[config.mk]
export PLATFORM = sky130hd
export DESIGN_NAME = match_sequencer_flat
export DESIGN_NICKNAME = d
export VERILOG_FILES = /design/src/rtl/match_sequencer_if.sv /design/src/rtl/match_sequencer.sv /design/src/flat_wrapper.sv
export SDC_FILE = /design/constraint.sdc
export NUM_CORES = 1
export LEC_CHECK = 0
export BUFFER_PORTS_ARGS = -buffer_cell sky130_fd_sc_hd__buf_2
export CAP_MARGIN = 20
export CORE_MARGIN = 1.5
export CORE_UTILIZATION = 24
export CTS_CLUSTER_DIAMETER = 40
export DETAILED_ROUTE_END_ITERATION = 10
export PLACE_DENSITY_LB_ADDON = 0.3
export SLEW_MARGIN = 15
export SYNTH_ARGS = -nofsm -noshare
export SYNTH_HDL_FRONTEND = slang
export SYNTH_SLANG_ARGS = --single-unit
[constraint.sdc]
create_clock -name clk -period 2.6 [get_ports clk]
set_clock_uncertainty 0.2 [all_clocks]
set_input_delay 0.26 -clock clk [delete_from_list [all_inputs] [get_ports clk]]
set_output_delay 0.26 -clock clk [all_outputs]
set_load 0.03 [all_outputs]
[src/rtl/match_sequencer_if.sv]
// match_sequencer_if: command/status bundle between match_sequencer and game_logic.
interface match_sequencer_if;
  logic ball_hold;
  logic ball_launch;
  logic launch_up;
  logic paddles_frozen;
  logic ball_out_of_bounds;
  logic ball_out_bottom;
  modport master (
    output ball_hold, ball_launch, launch_up, paddles_frozen,
    input  ball_out_of_bounds, ball_out_bottom
  );
  modport slave (
    input  ball_hold, ball_launch, launch_up, paddles_frozen,
    output ball_out_of_bounds, ball_out_bottom
  );
endinterface

[src/rtl/match_sequencer.sv]
// match_sequencer: pong match controller sequencing attract, serve, play, point and game-over phases in frames.
module match_sequencer #(
  parameter logic [1:0] MAX_LIVES       = 2'd3,
  parameter logic [7:0] SERVE_FRAMES    = 8'd120,
  parameter logic [7:0] POINT_FRAMES    = 8'd60,
  parameter logic [7:0] GAMEOVER_FRAMES = 8'd180
) (
  input  logic              clk,
  input  logic              nRst,
  input  logic              frame_pulse,
  input  logic              p1_btn_select,
  input  logic              p2_btn_select,
  match_sequencer_if.master gl,
  output logic [1:0]        p1_lives,
  output logic [1:0]        p2_lives,
  output logic [2:0]        match_state,
  output logic              winner,
  output logic              miss_beep
);
  typedef enum logic [2:0] {
    IDLE       = 3'd0,
    SERVE_WAIT = 3'd1,
    PLAY       = 3'd2,
    POINT      = 3'd3,
    GAME_OVER  = 3'd4
  } state_t;
  state_t     state, state_d;
  logic [7:0] cnt, cnt_d, load;
  logic [1:0] p1_d, p2_d;
  logic       server, server_d, loser, loser_d, winner_d;
  logic       up, up_d, launch, launch_d, beep_d, hold, frozen;
  logic       sel1_q, sel2_q, press1, press2, expired;
  assign press1  = p1_btn_select & ~sel1_q;
  assign press2  = p2_btn_select & ~sel2_q;
  assign expired = cnt == 8'd0;
  always_comb begin
    state_d  = state;
    p1_d     = p1_lives;
    p2_d     = p2_lives;
    server_d = server;
    loser_d  = loser;
    winner_d = winner;
    up_d     = up;
    launch_d = 1'b0;
    beep_d   = 1'b0;
    case (state)
      IDLE: if (press1 | press2) begin
        state_d  = SERVE_WAIT;
        p1_d     = MAX_LIVES;
        p2_d     = MAX_LIVES;
        server_d = 1'b0;
      end
      SERVE_WAIT: if (expired | (server ? press2 : press1)) begin
        state_d  = PLAY;
        launch_d = 1'b1;
        up_d     = ~server;
      end
      PLAY: if (gl.ball_out_of_bounds) begin
        state_d = POINT;
        beep_d  = 1'b1;
        loser_d = ~gl.ball_out_bottom;
        p1_d    = gl.ball_out_bottom ? p1_lives - 2'(p1_lives != 2'd0) : p1_lives;
        p2_d    = gl.ball_out_bottom ? p2_lives : p2_lives - 2'(p2_lives != 2'd0);
      end
      POINT: if (expired) begin
        if ((loser ? p2_lives : p1_lives) == 2'd0) begin
          state_d  = GAME_OVER;
          winner_d = ~loser;
        end else begin
          state_d  = SERVE_WAIT;
          server_d = loser;
        end
      end
      GAME_OVER: if (expired & (press1 | press2)) state_d = IDLE;
      default: state_d = IDLE;
    endcase
    // a fresh load on state entry wins over a coincident frame_pulse
    load  = state_d == SERVE_WAIT ? SERVE_FRAMES :
            state_d == POINT      ? POINT_FRAMES :
            state_d == GAME_OVER  ? GAMEOVER_FRAMES : 8'd0;
    cnt_d = state_d != state ? load : (frame_pulse && !expired) ? cnt - 8'd1 : cnt;
  end
  always_ff @(posedge clk) begin
    if (!nRst) begin
      state    <= IDLE;
      cnt      <= 8'd0;
      p1_lives <= MAX_LIVES;
      p2_lives <= MAX_LIVES;
      server   <= 1'b0;
      loser    <= 1'b0;
      winner   <= 1'b0;
      up       <= 1'b1;
      launch   <= 1'b0;
      miss_beep <= 1'b0;
      hold     <= 1'b1;
      frozen   <= 1'b1;
      sel1_q   <= 1'b1;
      sel2_q   <= 1'b1;
    end else begin
      state    <= state_d;
      cnt      <= cnt_d;
      p1_lives <= p1_d;
      p2_lives <= p2_d;
      server   <= server_d;
      loser    <= loser_d;
      winner   <= winner_d;
      up       <= up_d;
      launch   <= launch_d;
      miss_beep <= beep_d;
      hold     <= state_d != PLAY;
      frozen   <= state_d != SERVE_WAIT && state_d != PLAY;
      sel1_q   <= p1_btn_select;
      sel2_q   <= p2_btn_select;
    end
  end
  assign match_state       = state;
  assign gl.ball_hold      = hold;
  assign gl.ball_launch    = launch;
  assign gl.launch_up      = up;
  assign gl.paddles_frozen = frozen;
endmodule

[src/flat_wrapper.sv]
// flat-port wrapper written by rule: the top's interface ports become plain ports
module match_sequencer_flat 
#(
  parameter logic [1:0] MAX_LIVES       = 2'd3,
  parameter logic [7:0] SERVE_FRAMES    = 8'd120,
  parameter logic [7:0] POINT_FRAMES    = 8'd60,
  parameter logic [7:0] GAMEOVER_FRAMES = 8'd180
)
  (clk, nRst, frame_pulse, p1_btn_select, p2_btn_select, p1_lives, p2_lives, match_state, winner, miss_beep, gl_ball_hold, gl_ball_launch, gl_launch_up, gl_paddles_frozen, gl_ball_out_of_bounds, gl_ball_out_bottom);
  match_sequencer_if gl_i ();
  input  logic clk;
  input  logic nRst;
  input  logic frame_pulse;
  input  logic p1_btn_select;
  input  logic p2_btn_select;
  output logic [1:0] p1_lives;
  output logic [1:0] p2_lives;
  output logic [2:0] match_state;
  output logic winner;
  output logic miss_beep;
  output wire logic [$bits(gl_i.ball_hold)-1:0] gl_ball_hold;
  output wire logic [$bits(gl_i.ball_launch)-1:0] gl_ball_launch;
  output wire logic [$bits(gl_i.launch_up)-1:0] gl_launch_up;
  output wire logic [$bits(gl_i.paddles_frozen)-1:0] gl_paddles_frozen;
  input wire logic [$bits(gl_i.ball_out_of_bounds)-1:0] gl_ball_out_of_bounds;
  input wire logic [$bits(gl_i.ball_out_bottom)-1:0] gl_ball_out_bottom;
  assign gl_ball_hold = gl_i.ball_hold;
  assign gl_ball_launch = gl_i.ball_launch;
  assign gl_launch_up = gl_i.launch_up;
  assign gl_paddles_frozen = gl_i.paddles_frozen;
  assign gl_i.ball_out_of_bounds = gl_ball_out_of_bounds;
  assign gl_i.ball_out_bottom = gl_ball_out_bottom;
  match_sequencer #(.MAX_LIVES(MAX_LIVES), .SERVE_FRAMES(SERVE_FRAMES), .POINT_FRAMES(POINT_FRAMES), .GAMEOVER_FRAMES(GAMEOVER_FRAMES)) u_core (.clk(clk), .nRst(nRst), .frame_pulse(frame_pulse), .p1_btn_select(p1_btn_select), .p2_btn_select(p2_btn_select), .gl(gl_i), .p1_lives(p1_lives), .p2_lives(p2_lives), .match_state(match_state), .winner(winner), .miss_beep(miss_beep));
endmodule
==> flow_results.xml, run 1 <==
<?xml version="1.0" encoding="UTF-8"?>
<metrics>
  <group name="cells_and_area">
    <metric name="antennaDiodeCount" unit="">0</metric>
    <metric name="layout-drive-gt1-share" unit="%">25.7</metric>
    <metric name="finalNetCount" unit="">180</metric>
    <metric name="final_core_utilization" unit="%">30.7</metric>
    <metric name="post_layout_nonfiller_instances" unit="">241</metric>
    <metric name="design_area" unit="mm2">0.00156</metric>
    <metric name="flow.area_growth_from_synthesis" unit="%">24.0</metric>
  </group>
  <group name="yosys">
    <metric name="synthArstFlopShare" unit="%">0</metric>
    <metric name="synth-warning-count" unit="">0</metric>
    <metric name="synth_seq_area_share" unit="%">39.8</metric>
    <metric name="synth.avg_cell_area" unit="um2">8.80</metric>
    <metric name="syn_area" unit="mm2">0.00126</metric>
    <metric name="synthesis.instances" unit="">143</metric>
    <metric name="synth.net_count" unit="">151</metric>
    <metric name="area_share_of_the_largest_cell_type_after_synthesis" unit="%">39.8</metric>
    <metric name="yosys.cell_types.count" unit="">43</metric>
    <metric name="cell_taking_the_most_area_after_synthesis" unit="">dfxtp_1</metric>
    <metric name="synth_register_bits" unit="">25</metric>
    <metric name="largest_cells_by_area_after_synthesis" unit="">dfxtp_1 (40%), a21oi_1 (5.2%), nand2_1 (4.8%)</metric>
    <metric name="synth-edff-count" unit="">0</metric>
    <metric name="yosys_most_used_dff" unit="">dfxtp_1</metric>
  </group>
  <group name="clocking">
    <metric name="worst_skew_late_latency" unit="ns">0.27</metric>
    <metric name="clock_tree.htree_level_count" unit="">1</metric>
    <metric name="clk_pin_slew" unit="ns">0.09</metric>
    <metric name="cts_inserted_buffers" unit="">3</metric>
    <metric name="cts_tree" unit="">built</metric>
    <metric name="clock-sinks" unit="">25</metric>
    <metric name="cts.repair_timing.setup_buffer_count" unit="">0</metric>
    <metric name="cts-root-buf" unit="">clkbuf_8</metric>
    <metric name="ctsLongestPathBuffers" unit="">2</metric>
  </group>
  <group name="worst_hold_path">
    <metric name="min-delay-path-class" unit="">input port to flop</metric>
    <metric name="worst_hold_path.num_cells" unit="">2</metric>
  </group>
  <group name="power_and_ir_drop">
    <metric name="sequential_share_of_power" unit="%">34.1</metric>
    <metric name="power.internal" unit="uW">935</metric>
    <metric name="switching_share" unit="%">42.1</metric>
    <metric name="power.ir.vdd_worst" unit="mV">0.318</metric>
    <metric name="clock_network_fraction_of_total_power" unit="%">14.8</metric>
    <metric name="p_switching" unit="uW">679</metric>
    <metric name="power.density" unit="mW/mm2">1030</metric>
    <metric name="p_leak" unit="nW">0.620</metric>
    <metric name="fin_total_pwr" unit="mW">1.61</metric>
    <metric name="share_comb_of_total_power" unit="%">51.0</metric>
  </group>
  <group name="timing">
    <metric name="final_max_slew_viol_count" unit="">0</metric>
    <metric name="max-slew-margin-rel" unit="%">73.1</metric>
    <metric name="postLayoutSetupSlackWorst" unit="ns">0.125</metric>
    <metric name="achievable-frequency" unit="GHz">0.404</metric>
    <metric name="final.hold.worst_slack" unit="ns">0.000669</metric>
    <metric name="max_slew.worst_pin.slew" unit="ns">0.403</metric>
    <metric name="fin_crit_sh" unit="%">95.2</metric>
    <metric name="period_minus_slack" unit="ns">2.48</metric>
    <metric name="report.final.hold_viol_count" unit="">0</metric>
    <metric name="final-setup-viol-count" unit="">0</metric>
    <metric name="final_sum_of_negative_setup_slack" unit="ns">0</metric>
  </group>
  <group name="floorplanning">
    <metric name="top_level_ports" unit="">20</metric>
    <metric name="design.die.area" unit="mm2">0.00569</metric>
    <metric name="start_util" unit="%">24.8</metric>
    <metric name="rows" unit="">26</metric>
    <metric name="chipHeight" unit="um">75.4</metric>
    <metric name="coreArea" unit="mm2">0.00507</metric>
    <metric name="die_w" unit="um">75.4</metric>
  </group>
  <group name="drt">
    <metric name="drt_iter0_markers" unit="">44</metric>
    <metric name="antenna_left" unit="">0</metric>
    <metric name="wl_per_cell" unit="um">12.5</metric>
    <metric name="route.vias.total" unit="">1135</metric>
    <metric name="drtPass1Iterations" unit="">4</metric>
    <metric name="post-route-drc-count" unit="">0</metric>
    <metric name="wl" unit="mm">3.00</metric>
    <metric name="via_per_inst" unit="">4.71</metric>
  </group>
  <group name="placed_design">
    <metric name="detailed_place.area" unit="mm2">0.00147</metric>
    <metric name="detailedPlacementHpwl" unit="mm">2.29</metric>
    <metric name="dp_worst_setup_slack" unit="ns">0.0944</metric>
    <metric name="numPortBuffers" unit="">19</metric>
    <metric name="finalWeightedCongestion" unit="">0.775</metric>
    <metric name="numPlacedInstances" unit="">235</metric>
  </group>
  <group name="grt">
    <metric name="grt_start_max_net_pins" unit="">16</metric>
    <metric name="number_of_antenna_violations_at_the_first_check_in_global_routing" unit="">0</metric>
    <metric name="number_of_global_route_vias_before_repair" unit="">1057</metric>
    <metric name="grt_use_total" unit="%">11.4</metric>
    <metric name="grt.overflow.total" unit="">0</metric>
    <metric name="grt_first_pass_wirelength" unit="mm">4.95</metric>
  </group>
  <group name="setup_path">
    <metric name="r2r_cells" unit="">8</metric>
    <metric name="crit_path_start_kind" unit="">flop</metric>
    <metric name="crit_path_cell_trace" unit="">inv_1 &gt; ha_1 &gt; or3b_4 &gt; a211oi_1 &gt; or4b_1 &gt; o31ai_4 &gt; nand2_1 &gt; a311oi_1</metric>
    <metric name="critical_path_endpoint_category" unit="">flop</metric>
    <metric name="worst_path_largest_cell_delay" unit="ns">0.61</metric>
    <metric name="critical_path_peak_fanout" unit="">6</metric>
    <metric name="worst-endpoint-arrival" unit="ns">2.46</metric>
    <metric name="cp_data_required_time" unit="ns">2.58</metric>
    <metric name="slowest_stage" unit="">or4b_1</metric>
    <metric name="crit_type" unit="">flop to flop</metric>
  </group>
  <group name="run">
    <metric name="max_cap_violations" unit="">0</metric>
  </group>
  <group name="status">
    <metric name="outcome" unit="">completed</metric>
  </group>
</metrics>
## layout make-up
| cell class | count | area (um2) |
|---|---|---|
| well taps | 70 | 87.6 |
| clock buffers | 3 | 41.3 |
| inverters | 5 | 18.8 |
| multi-input cells | 110 | 744 |
| clock inverters | 1 | 7.51 |
| repair buffers | 27 | 160 |
| fillers | 592 | 3510 |
| flip-flops and latches | 25 | 500 |
## kinds of logic after synthesis
logic type,share of synthesized area (%)
simple gates,25.3
compound gates,25.7
flops,39.8
buf+inv,2.48
xor+xnor,4.87
mux,0.795
fa+ha+maj,0.994
## critical path: cells and delay by family, from the launching register on
family	cells	cell delay [ns]
DFF	1	0.37
adders and majority gates	1	0.23
buffers and inverters	1	0.08
AOI/OAI and AO/OA	3	0.47
and+or+nand+nor	3	1.02
## routing by layer
layer  global-route usage [%]  up-vias  wire [um]
li1                         -      580          -
met2                     18.0       22       1370
met4                     2.98        0         23
met3                     3.04        2        132
met1                     15.3      531       1480
met5                        0        -          0
## power groups by stage
stage                     clock network (mW)  logic (mW)  registers, mW
after floorplan                            0       0.536          0.590
after CTS                              0.252       0.799          0.548
after global routing                   0.265       0.918          0.567
after detailed placement                   0       0.791          0.558
final                                  0.239       0.823          0.551
after global placement                     0       0.793          0.558
## cell usage in the layout (no fill, tap or decap), drive strengths merged, types with 4 or more instances in the layout
master  count
xor2        4
or3b        4
buf        25
nand3       4
a311oi      4
nor2       10
inv         4
nand2      16
nand2b      4
a21oi      15
dfxtp      25
o21ai       9
## final timing paths
kind / startpoint / endpoint / slack, ns
hold / removal: p2_btn_select / u_core.sel2_q / 0.0007
hold reg to reg: u_core.p1_lives[1] / u_core.p1_lives[1] / 0.29
setup reg to reg: u_core.cnt[0] / u_core.cnt[1] / 0.12
setup / recovery: u_core.cnt[0] / u_core.cnt[1] / 0.12
## what timing repair did
item / 4_1_cts / 5_1_grt
hold buffers: 2 / 0
endpoints found under the setup margin: 0 / 7
endpoints found under the hold margin: 2 / 0
resized for setup: 0 / 4
## state kept, by name (all words and copies together) (netlist names)
name	count
u_core.cnt	8
u_core.match_state	3
u_core.p1_lives	2
u_core.p2_lives	2
u_core.gl.ball_hold	1
u_core.gl.ball_launch	1
u_core.gl.launch_up	1
u_core.gl.paddles_frozen	1
u_core.loser	1
u_core.miss_beep	1
u_core.sel1_q	1
u_core.sel2_q	1
u_core.server	1
u_core.winner	1
## Yosys cell counts (all sizes together) (3+ instances only)
cell     n
o21ai    9
a311oi   4
nand2b   4
nor2    10
dfxtp   25
inv      4
nor3     3
or3b     4
and2     3
nor4     3
nor3b    3
a21oi   15
xor2     4
nand3    4
nand2   16
xnor2    3
Note: power is estimated with default switching activity, not from simulation.
==> run 2, diff against run 1 <==
Settings changed: CELL_PAD_IN_SITES_DETAIL_PLACEMENT set to 2, CELL_PAD_IN_SITES_GLOBAL_PLACEMENT set to 2.
==> flow_results.xml, run 2 (synthesized netlist as in run 1, its figures left out) <==
<?xml version="1.0" encoding="UTF-8"?>
<metrics>
  <group name="status">
    <metric name="outcome" unit="">completed</metric>
  </group>
  <group name="cells_and_area">
    <metric name="max_flop_register" unit="">u_core.cnt</metric>
    <metric name="top_library_cells_by_usage_in_the_layout_fill_and_taps_aside" unit="">dfxtp_1 (25), buf_2 (19), nand2_1 (16)</metric>
    <metric name="finalNetCount" unit="">184</metric>
    <metric name="register_area" unit="um2">500</metric>
    <metric name="largest_register_ff_count" unit="">8</metric>
    <metric name="layout.cells.most_common" unit="">dfxtp_1</metric>
    <metric name="antennaDiodeCount" unit="">0</metric>
    <metric name="layout.filler_cells" unit="">614</metric>
    <metric name="flow.area_growth_from_synthesis" unit="%">28.5</metric>
    <metric name="post_layout_nonfiller_instances" unit="">245</metric>
    <metric name="layout-drive-gt1-share" unit="%">28.0</metric>
    <metric name="multi_input_combinational_cell_area" unit="um2">772</metric>
  </group>
  <group name="setup_path">
    <metric name="worst-endpoint-arrival" unit="ns">2.53</metric>
    <metric name="crit_path_start_kind" unit="">flop</metric>
    <metric name="crit_path_cell_trace" unit="">inv_1 &gt; ha_4 &gt; or3b_4 &gt; o211ai_1 &gt; a21oi_1 &gt; a311oi_4 &gt; buf_4 &gt; nor3b_2 &gt; o21a_1</metric>
    <metric name="cp_data_required_time" unit="ns">2.58</metric>
    <metric name="worst_path_largest_cell_delay" unit="ns">0.41</metric>
    <metric name="critPathTopFamily" unit="">compound AO/OA/AOI/OAI gates</metric>
    <metric name="critical_path_endpoint_category" unit="">flop</metric>
    <metric name="crit_type" unit="">flop to flop</metric>
    <metric name="slowest_stage" unit="">or3b_4</metric>
    <metric name="critical_path_peak_fanout" unit="">5</metric>
    <metric name="buffering_stage_count_on_the_worst_path_with_inverters_included" unit="">2</metric>
  </group>
  <group name="drt">
    <metric name="wl" unit="mm">3.98</metric>
    <metric name="drt_iter0_markers" unit="">37</metric>
    <metric name="antenna_left" unit="">0</metric>
    <metric name="route.vias.total" unit="">1209</metric>
    <metric name="wl_per_cell" unit="um">16.2</metric>
    <metric name="post-route-drc-count" unit="">0</metric>
    <metric name="drtPass1Iterations" unit="">4</metric>
    <metric name="via_per_inst" unit="">4.93</metric>
  </group>
  <group name="run">
    <metric name="max_cap_violations" unit="">0</metric>
  </group>
  <group name="power_and_ir_drop">
    <metric name="p_leak" unit="nW">0.645</metric>
    <metric name="power.ir.vdd_worst" unit="mV">0.327</metric>
    <metric name="power.density" unit="mW/mm2">1070</metric>
    <metric name="fin_total_pwr" unit="mW">1.74</metric>
  </group>
  <group name="worst_hold_path">
    <metric name="min-delay-path-class" unit="">input port to flop</metric>
  </group>
  <group name="clocking">
    <metric name="clock-sinks" unit="">25</metric>
    <metric name="ctsLongestPathBuffers" unit="">2</metric>
    <metric name="cts_tree" unit="">built</metric>
    <metric name="worst_skew_late_latency" unit="ns">0.27</metric>
    <metric name="clock_tree.htree_level_count" unit="">1</metric>
    <metric name="clk_pin_slew" unit="ns">0.09</metric>
    <metric name="cts-root-buf" unit="">clkbuf_8</metric>
    <metric name="cts_inserted_buffers" unit="">3</metric>
  </group>
  <group name="floorplanning">
    <metric name="die_w" unit="um">75.4</metric>
    <metric name="start_util" unit="%">24.8</metric>
    <metric name="top_level_ports" unit="">20</metric>
    <metric name="rows" unit="">26</metric>
    <metric name="coreArea" unit="mm2">0.00507</metric>
    <metric name="chipHeight" unit="um">75.4</metric>
    <metric name="design.die.area" unit="mm2">0.00569</metric>
  </group>
  <group name="placed_design">
    <metric name="finalWeightedCongestion" unit="">0.856</metric>
    <metric name="numPortBuffers" unit="">19</metric>
    <metric name="numPlacedInstances" unit="">234</metric>
    <metric name="detailedPlacementHpwl" unit="mm">2.95</metric>
  </group>
  <group name="grt">
    <metric name="grt_use_total" unit="%">15.3</metric>
    <metric name="number_of_antenna_violations_at_the_first_check_in_global_routing" unit="">0</metric>
    <metric name="grt_start_max_net_pins" unit="">15</metric>
    <metric name="number_of_global_route_vias_before_repair" unit="">1308</metric>
    <metric name="grt_first_pass_wirelength" unit="mm">6.56</metric>
    <metric name="grt.overflow.total" unit="">0</metric>
  </group>
  <group name="timing">
    <metric name="period_minus_slack" unit="ns">2.55</metric>
    <metric name="final.hold.worst_slack" unit="ns">0.0693</metric>
    <metric name="final_max_slew_viol_count" unit="">0</metric>
    <metric name="report.final.hold_viol_count" unit="">0</metric>
    <metric name="achievable-frequency" unit="GHz">0.393</metric>
    <metric name="max-slew-margin-rel" unit="%">71.0</metric>
    <metric name="max_slew.worst_pin.slew" unit="ns">0.435</metric>
    <metric name="final-setup-viol-count" unit="">0</metric>
    <metric name="fin_crit_sh" unit="%">97.9</metric>
  </group>
</metrics>
[run 2: changes by cell type in the layout (fill, tap and decap cells not counted), sizes merged]
cell / delta
clkinvlp: -1
clkinv: +1
dlygate4sd3: +1
buf: +3
[run 2: final cells by class]
cell class | instances | share of cell area, %
clock buffers | 3 | 2.55
clock inverters | 1 | 0.309
inverters | 5 | 1.16
multi-input cells | 110 | 47.7
flip-flops and latches | 25 | 30.9
well taps | 70 | 5.41
repair buffers | 31 | 11.9
[run 2: final timing paths]
check,start,to,slack (ns),cells after the start
max,u_core.cnt[0],u_core.cnt[6],0.05,9
max reg2reg,u_core.cnt[0],u_core.cnt[6],0.05,9
min,frame_pulse,u_core.cnt[1],0.07,2
min reg2reg,u_core.winner,u_core.winner,0.30,2
[run 2: through the flow]
stage / util (%) / area [um2] / setup slack, ns / TNS, ns
finish: 31.9 / 1620 / 0.0535 / 0
global route: 31.9 / 1620 / -0.0196 / -0.0196
CTS: 31.0 / 1570 / 0.00651 / 0
detailed placement: 28.9 / 1470 / -0.0422 / -0.186
global placement: 28.9 / 1470 / 0.0854 / 0
floorplan: - / 1260 / 0.244 / 0
[run 2: what timing repair did]
| action | 4_1_cts | 5_1_grt |
|---|---|---|
| gates resized for setup | 3 | 6 |
| hold buffers | 3 | 0 |
| hold endpoints to repair | 3 | 0 |
| buffers inserted | 2 | 2 |
| pin swaps | 2 | 4 |
| endpoints found under the setup margin | 7 | 8 |
[run 2: power breakdown]
group	switching [mW]	total (mW)	internal [mW]
Clock	0.133	0.240	0.108
Combinational	0.522	0.932	0.409
Sequential	0.0998	0.564	0.464
Total	0.755	1.74	0.981
[run 2: worst register-to-register path: cells and delay by family (launching register included)]
| family | cells | cell delay, ns |
|---|---|---|
| adder cells (fa/ha/maj) | 1 | 0.17 |
| flip-flops | 1 | 0.34 |
| AO/OA/AOI/OAI | 4 | 0.94 |
| buffers and inverters | 2 | 0.33 |
| AND/OR/NAND/NOR | 2 | 0.47 |
[run 2: per-layer routing]
metal  vias to the layer above  part of all wire, %  wire, um  track usage [%]
met5                         -                    0         0                0
met4                         0                 0.63        25             3.17
met1                       595                   45      1780             18.7
li1                        584                    -         -                -
met2                        24                   52      2050             27.6
met3                         6                  2.9       117             3.44
==> run 3, diff against run 2 <==
Settings changed: BUFFER_PORTS_ARGS -buffer_cell sky130_fd_sc_hd__buf_2 to unset, DONT_BUFFER_PORTS set to 1.
==> flow_results.xml, run 3 (synthesized netlist as in run 1, its figures left out) <==
<?xml version="1.0" encoding="UTF-8"?>
<metrics>
  <group name="drt">
    <metric name="route.vias.total" unit="">1136</metric>
    <metric name="wl_per_cell" unit="um">16.4</metric>
    <metric name="post-route-drc-count" unit="">0</metric>
    <metric name="wl" unit="mm">3.80</metric>
    <metric name="via_per_inst" unit="">4.90</metric>
    <metric name="antenna_left" unit="">0</metric>
    <metric name="drtPass1Iterations" unit="">3</metric>
    <metric name="drt_iter0_markers" unit="">35</metric>
  </group>
  <group name="timing">
    <metric name="final_max_slew_viol_count" unit="">0</metric>
    <metric name="achievable-frequency" unit="GHz">0.408</metric>
    <metric name="max-slew-margin-rel" unit="%">70.7</metric>
    <metric name="fin_crit_sh" unit="%">94.4</metric>
    <metric name="grt_setup_unrepaired" unit="">no</metric>
    <metric name="final_sum_of_negative_setup_slack" unit="ns">0</metric>
    <metric name="final-setup-viol-count" unit="">0</metric>
    <metric name="max_slew.worst_pin.slew" unit="ns">0.438</metric>
    <metric name="final.hold.worst_slack" unit="ns">-0.00554</metric>
    <metric name="period_minus_slack" unit="ns">2.45</metric>
    <metric name="report.final.hold_viol_count" unit="">1</metric>
  </group>
  <group name="cells_and_area">
    <metric name="top_library_cells_by_usage_in_the_layout_fill_and_taps_aside" unit="">dfxtp_1 (25), nand2_1 (16), a21oi_1 (13), buf_4 (13), nor2_1 (10)</metric>
    <metric name="layout-drive-gt1-share" unit="%">21.0</metric>
    <metric name="post_layout_nonfiller_instances" unit="">232</metric>
    <metric name="antennaDiodeCount" unit="">0</metric>
    <metric name="max_flop_register" unit="">u_core.cnt</metric>
    <metric name="layout.cells.most_common" unit="">dfxtp_1</metric>
    <metric name="finalNetCount" unit="">171</metric>
    <metric name="flow.area_growth_from_synthesis" unit="%">24.4</metric>
    <metric name="largest_register_ff_count" unit="">8</metric>
  </group>
  <group name="setup_path">
    <metric name="slowest_stage" unit="">or3b_4</metric>
    <metric name="worst_path_largest_cell_delay" unit="ns">0.41</metric>
    <metric name="buffering_stage_count_on_the_worst_path_with_inverters_included" unit="">1</metric>
    <metric name="crit_type" unit="">flop to flop</metric>
    <metric name="critical_path_endpoint_category" unit="">flop</metric>
    <metric name="worst-endpoint-arrival" unit="ns">2.46</metric>
    <metric name="cp_data_required_time" unit="ns">2.61</metric>
    <metric name="critPathTopFamily" unit="">compound AO/OA/AOI/OAI gates</metric>
    <metric name="crit_path_cell_trace" unit="">inv_1 &gt; ha_2 &gt; or3b_4 &gt; o2111a_2 &gt; a221oi_4 &gt; o31ai_4 &gt; nor3b_2 &gt; mux2i_1</metric>
    <metric name="crit_path_start_kind" unit="">flop</metric>
    <metric name="critical_path_peak_fanout" unit="">5</metric>
  </group>
  <group name="grt">
    <metric name="grt.overflow.total" unit="">0</metric>
    <metric name="number_of_global_route_vias_before_repair" unit="">1245</metric>
    <metric name="grt_first_pass_wirelength" unit="mm">6.46</metric>
    <metric name="number_of_antenna_violations_at_the_first_check_in_global_routing" unit="">0</metric>
    <metric name="grt_start_max_net_pins" unit="">14</metric>
    <metric name="grt_use_total" unit="%">15.4</metric>
  </group>
  <group name="clocking">
    <metric name="worst_skew_late_latency" unit="ns">0.27</metric>
    <metric name="cts_inserted_buffers" unit="">3</metric>
    <metric name="clk_pin_slew" unit="ns">0.09</metric>
    <metric name="clock_tree.htree_level_count" unit="">1</metric>
    <metric name="ctsLongestPathBuffers" unit="">2</metric>
    <metric name="cts_tree" unit="">built</metric>
    <metric name="cts-root-buf" unit="">clkbuf_8</metric>
    <metric name="clock-sinks" unit="">25</metric>
  </group>
  <group name="floorplanning">
    <metric name="top_level_ports" unit="">20</metric>
    <metric name="design.die.area" unit="mm2">0.00569</metric>
    <metric name="coreArea" unit="mm2">0.00507</metric>
    <metric name="rows" unit="">26</metric>
    <metric name="start_util" unit="%">24.8</metric>
    <metric name="die_w" unit="um">75.4</metric>
    <metric name="chipHeight" unit="um">75.4</metric>
  </group>
  <group name="power_and_ir_drop">
    <metric name="fin_total_pwr" unit="mW">1.66</metric>
    <metric name="power.density" unit="mW/mm2">1060</metric>
    <metric name="power.ir.vdd_worst" unit="mV">0.371</metric>
    <metric name="p_leak" unit="nW">0.595</metric>
  </group>
  <group name="placed_design">
    <metric name="numPortBuffers" unit="">0</metric>
    <metric name="finalWeightedCongestion" unit="">0.826</metric>
    <metric name="detailedPlacementHpwl" unit="mm">2.89</metric>
    <metric name="numPlacedInstances" unit="">222</metric>
  </group>
  <group name="status">
    <metric name="outcome" unit="">finished, violations left</metric>
    <metric name="violations" unit="">negative hold slack</metric>
  </group>
  <group name="run">
    <metric name="max_cap_violations" unit="">0</metric>
  </group>
  <group name="worst_hold_path">
    <metric name="min-delay-path-class" unit="">input port to flop</metric>
  </group>
</metrics>
## run 3: cell count changes in the layout (fill, tap and decap cells not counted)
cell	previous run	this run
dlygate4sd3_1	3	5
buf_2	19	0
ha_4	1	0
clkbuf_1	0	1
buf_4	9	13
clkinv_2	1	0
ha_2	0	1
or4b_4	0	1
or4b_1	1	0
## run 3: metal layers
metal	vias to the layer above	global-route usage, %	share of wire (%)
met2	13	27.3	52
met1	557	18.7	45
li1	564	-	-
met3	2	3.31	2.8
met5	-	0	0
met4	0	4.17	0.58
## run 3: cell type report
cell class	count	area (um2)
tap	70	87.6
timing repair buffer	18	148
sequential	25	500
multi-input combinational	110	766
clock buffer	4	45.0
inverter	5	18.8
fill	598	3510
## run 3: stage by stage
stage	utilization, %	worst slack (ns)	hold slack (ns)	cell area, um2
after floorplan	-	0.244	0.161	1260
after global placement	28.1	0.0412	0.125	1420
after detailed placement	28.1	-0.0721	0.135	1420
after CTS	30.3	0.000333	0.00116	1540
after global routing	30.8	0.000154	0.00932	1570
final	30.8	0.146	-0.00554	1570
## run 3: worst paths after layout
path                       from             to  slack (ns)  depth (start not counted)
setup / recovery  u_core.cnt[0]  u_core.server        0.15                          8
hold / removal             nRst  u_core.cnt[4]      -0.006                          2
setup reg to reg  u_core.cnt[0]  u_core.server        0.15                          8
hold reg to reg   u_core.server  u_core.server        0.32                          2
## run 3: power by group
group          switching [mW]  internal, mW
Clock                   0.129         0.110
Sequential              0.120         0.465
Combinational           0.462         0.376
Total                   0.711         0.950
## run 3: repair_timing
| action | CTS | global route |
|---|---|---|
| hold buffers | 5 | 0 |
| setup endpoints to repair | 4 | 11 |
| hold endpoints to repair | 11 | 0 |
| buffers inserted | 1 | 0 |
| pin swaps | 2 | 2 |
| resized for setup | 2 | 7 |
